### config.mk
export PLATFORM = sky130hd
export DESIGN_NAME = led_activity
export DESIGN_NICKNAME = d
export VERILOG_FILES = /design/src/rtl/led_activity.sv
export SDC_FILE = /design/constraint.sdc
export NUM_CORES = 1
export LEC_CHECK = 0
export BUFFER_PORTS_ARGS = -buffer_cell sky130_fd_sc_hd__buf_2
export CAP_MARGIN = 5
export CORE_MARGIN = 3
export CORE_UTILIZATION = 38
export CTS_CLUSTER_DIAMETER = 100
export CTS_CLUSTER_SIZE = 25
export DETAILED_ROUTE_END_ITERATION = 7
export SLEW_MARGIN = 20
export SYNTH_ARGS = -nofsm -noshare
export SYNTH_HDL_FRONTEND = slang
export SYNTH_SLANG_ARGS = --single-unit
### constraint.sdc
create_clock -name clk -period 3.1 [get_ports clk]
set_input_delay 0.62 -clock clk [delete_from_list [all_inputs] [get_ports clk]]
set_output_delay 0.62 -clock clk [all_outputs]
set_load 0.01 [all_outputs]
### src/rtl/led_activity.sv
// Per-LED activity driver: stretches 1-cycle event strobes into visible,
// PWM-dimmed LED levels. Optional heartbeat on led[7] when LED_HEARTBEAT_EN is defined.
module led_activity #(
  parameter int STRETCH_CYCLES = 4_000_000,
  parameter int PWM_BITS       = 8,
  parameter int HB_CYCLES      = 50_000_000
) (
  input  logic                clk,
  input  logic                reset,
  input  logic [7:0]          evt,
  input  logic [7:0]          hold,
  input  logic [PWM_BITS-1:0] brightness,
  output logic [7:0]          led
);

  localparam int                  CW       = $clog2(STRETCH_CYCLES + 1);
  localparam logic [CW-1:0]       CNT_LOAD = CW'(STRETCH_CYCLES);
  localparam logic [PWM_BITS-1:0] PWM_MAX  = '1;

  logic [CW-1:0]       cnt [8];
  logic [7:0]          active;
  logic [PWM_BITS-1:0] pwm_cnt;
  logic [PWM_BITS-1:0] bright_q;
  logic                pwm_on;
  logic [7:0]          led_d;

  // Retrigger reloads the full stretch; there is no accumulation.
  always_ff @(posedge clk) begin
    if (reset) begin
      for (int i = 0; i < 8; i++) cnt[i] <= '0;
    end else begin
      for (int i = 0; i < 8; i++) begin
        if (evt[i])
          cnt[i] <= CNT_LOAD;
        else if (cnt[i] != '0)
          cnt[i] <= cnt[i] - CW'(1);
      end
    end
  end

  always_comb begin
    active = '0;
    for (int i = 0; i < 8; i++) active[i] = (cnt[i] != '0) | hold[i];
  end

  // Brightness is captured only on the last count of a period so duty changes never glitch.
  always_ff @(posedge clk) begin
    if (reset) begin
      pwm_cnt  <= '0;
      bright_q <= PWM_MAX;
    end else begin
      pwm_cnt <= pwm_cnt + PWM_BITS'(1);
      if (pwm_cnt == PWM_MAX) bright_q <= brightness;
    end
  end

  assign pwm_on = (bright_q == PWM_MAX) | (pwm_cnt < bright_q);

`ifdef LED_HEARTBEAT_EN
  logic [31:0] hb_cnt;
  logic        hb;
  logic        unused_ch7;

  always_ff @(posedge clk) begin
    if (reset) begin
      hb_cnt <= '0;
      hb     <= 1'b0;
    end else if (hb_cnt == 32'(HB_CYCLES - 1)) begin
      hb_cnt <= '0;
      hb     <= ~hb;
    end else begin
      hb_cnt <= hb_cnt + 32'd1;
    end
  end

  // Channel 7 is owned by the heartbeat; its event/hold path is dropped.
  assign unused_ch7 = active[7];

  always_comb begin
    led_d    = active & {8{pwm_on}};
    led_d[7] = hb;
  end
`else
  always_comb begin
    led_d = active & {8{pwm_on}};
  end
`endif

  always_ff @(posedge clk) begin
    if (reset) led <= 8'h00;
    else       led <= led_d;
  end

endmodule

==> metrics.cfg <==
[synthesis]
synth_area_um2 = 10800
synth_cell_types = 63
synth_ff_type = edfxtp_1
synth_top_cell_by_area = edfxtp_1
syn_avg_cell_area_um2 = 10.7
synth_async_sr_flop_share_pct = 0
synth_edf_count = 176
synth_seq_cells = 200
yosys.area.top_type_share_pct = 49.0
synth_fp_nets = 1061
syn_inst = 1011
yosys_warnings = 0
yosysSeqAreaShare_pct = 53.4
synth_common_cells = 192 x nor2_1, 176 x edfxtp_1, 84 x xnor2_1, 60 x a21oi_1, 60 x xor2_1
yosys.cell_count.top_type = nor2_1
yosys-top-cells-area = edfxtp_1 49%, xnor2_1 6.8%, nor2_1 6.7%

[worst_setup_path]
cp.required_ns = 3.13
cp_slowest_cell = or4_2
reg2reg_slack_ns = 0.48
startpoint = cnt[1][38]
cp_data_arrival_time_ns = 2.65
crit_type = reg -> reg
rr_startpoint = cnt[1][38]
worstSetupEndpointType = register
critPathMaxStageDelay_ns = 0.76
crit_fanout = 22
cp-start-kind = register
crit_chain = or4_2, nor2_1, nand4_1, or3_1

[global_route]
grt-ovfl-total = 0
grt_pass1_wl_um = 33700
grtUsageMet1_pct = 18.6
grt_pass1_vias = 7117
use_met3_pct = 2.49
grt_start_max_net_pins = 23
antenna_found_initial = 1
grt.met2_usage_pct = 21.2
track_usage_pct = 13.3
busiest_layer = met2

[min_path]
min_from = brightness[0]
worstHoldPathType = in -> reg

[floorplan]
core_um2 = 27900
die_area_um2 = 30500
start_util_pct = 38.7
pin_count = 34
fp.dieH_um = 175
row_count = 61
die_w_um = 175

[timing]
slew_violations = 0
layout_setup_ws_ns = 0.477
skew_ns = 0.0155
fin_crit_ns = 2.62
finalCritPeriodShare_pct = 84.6
timing.slew.headroom_pct = 38.3
whs_ns = 0.386
tightestPinTransition_ns = 0.926
rsz0062_at_grt = no
hold_viol = 0
finalSetupTns_ns = 0
timing.fmax_mhz = 381
setup_violations = 0

[pwr]
power.density_nw_per_um2 = 595
p_leak_nw = 4.56
vdd_drop_max_uv = 273
finalPower_mw = 7.13

[clock_tree]
postCtsHoldBufs = 0
cts_tree = done
root_buffer = clkbuf_16
htree_levels = 4
cts_made_buffers = 17
cts.sinks = 200
cts_resized = 0
cts_setup_buffers = 0
clk_latency_ns = 0.43
clock_path_buffers = 2
clkTransAtPathRegs_ns = 0.07

[route]
first_iter_violations = 474
drc = 0
wire_per_inst_um = 13.5
via_count = 7318
first_pass_iters = 4
via_per_inst = 5.07
wirelength_um = 19500
ant_nets = 0

[placed_design]
port_buffers = 33
dp_slack_ns = 0.459
hpwl_um = 13600
routabilityCongestion = 0.755

[outcome]
outcome = finished, final reports clean

[finish]
n_fill_cell = 2661
antenna_cells = 0
drive_gt1_share_pct = 10.8
nets = 1101
syn_to_final_growth_pct = 10.9

[flow_run]
maxCapViolations = 0

## logic make-up after synthesis
family	share of synthesized area, %
XOR/XNOR	11.7
AO/OA/AOI/OAI	6.14
adder cells (fa/ha/maj)	2.78
buffers and inverters	2.41
AND/OR/NAND/NOR	23.6
flip-flops	53.4
## final timing paths
kind / to / depth (start not counted)
worst max-delay path: cnt[1][22] / 4
worst min-delay path: bright_q[0] / 2
worst max register to register: cnt[1][22] / 4
worst min register to register: pwm_cnt[0] / 1
## metal layers
metal	share of wire (%)	vias up
li1	-	3729
met1	51	3503
met2	46	67
met3	2.3	17
met4	1.0	2
met5	0.036	-
## through the flow
step	std cells	util [%]	cell area, um2
after detailed placement	1410	40.9	11400
after global routing	1442	43.0	12000
after CTS	1442	43.0	12000
final	1442	43.0	12000
after global placement	1410	40.9	11400
after floorplan	1011	-	10800
## placed cells by master (no fill, tap or decap), types with 17 or more instances in the layout
master       n
nor2_1     192
edfxtp_1   176
xnor2_1     84
xor2_1      60
a21oi_1     60
nor3_1      54
nand2_1     44
buf_2       33
inv_1       29
nor4_1      27
ha_1        24
dfxtp_1     24
or3_1       23
nand3_1     20
clkbuf_16   18
buf_4       17
## where the power goes
group | switching, mW | internal, mW
Clock | 1.03 | 1.10
Sequential | 0.242 | 3.22
Combinational | 0.852 | 0.678
## worst max-delay path, delay by kind of cell (launching register included)
family | cells | cell delay, ns
AND/OR/NAND/NOR | 4 | 1.77
flip-flops | 1 | 0.46
## flip-flops by register name, summed over array words and instances, names as in the netlist
| name | flops |
|---|---|
| led | 8 |
| bright_q | 8 |
| cnt | 176 |
| pwm_cnt | 8 |
## area by class of cell
class | instances | area, um2 | share of cell area [%]
flip-flops and latches | 200 | 5770 | 48.2
multi-input cells | 753 | 4770 | 39.8
well taps | 378 | 473 | 3.95
clock buffers | 20 | 458 | 3.83
repair buffers | 50 | 293 | 2.45
inverters | 29 | 109 | 0.909
clock inverters | 12 | 105 | 0.878
Note: power is estimated with default switching activity, not from simulation.
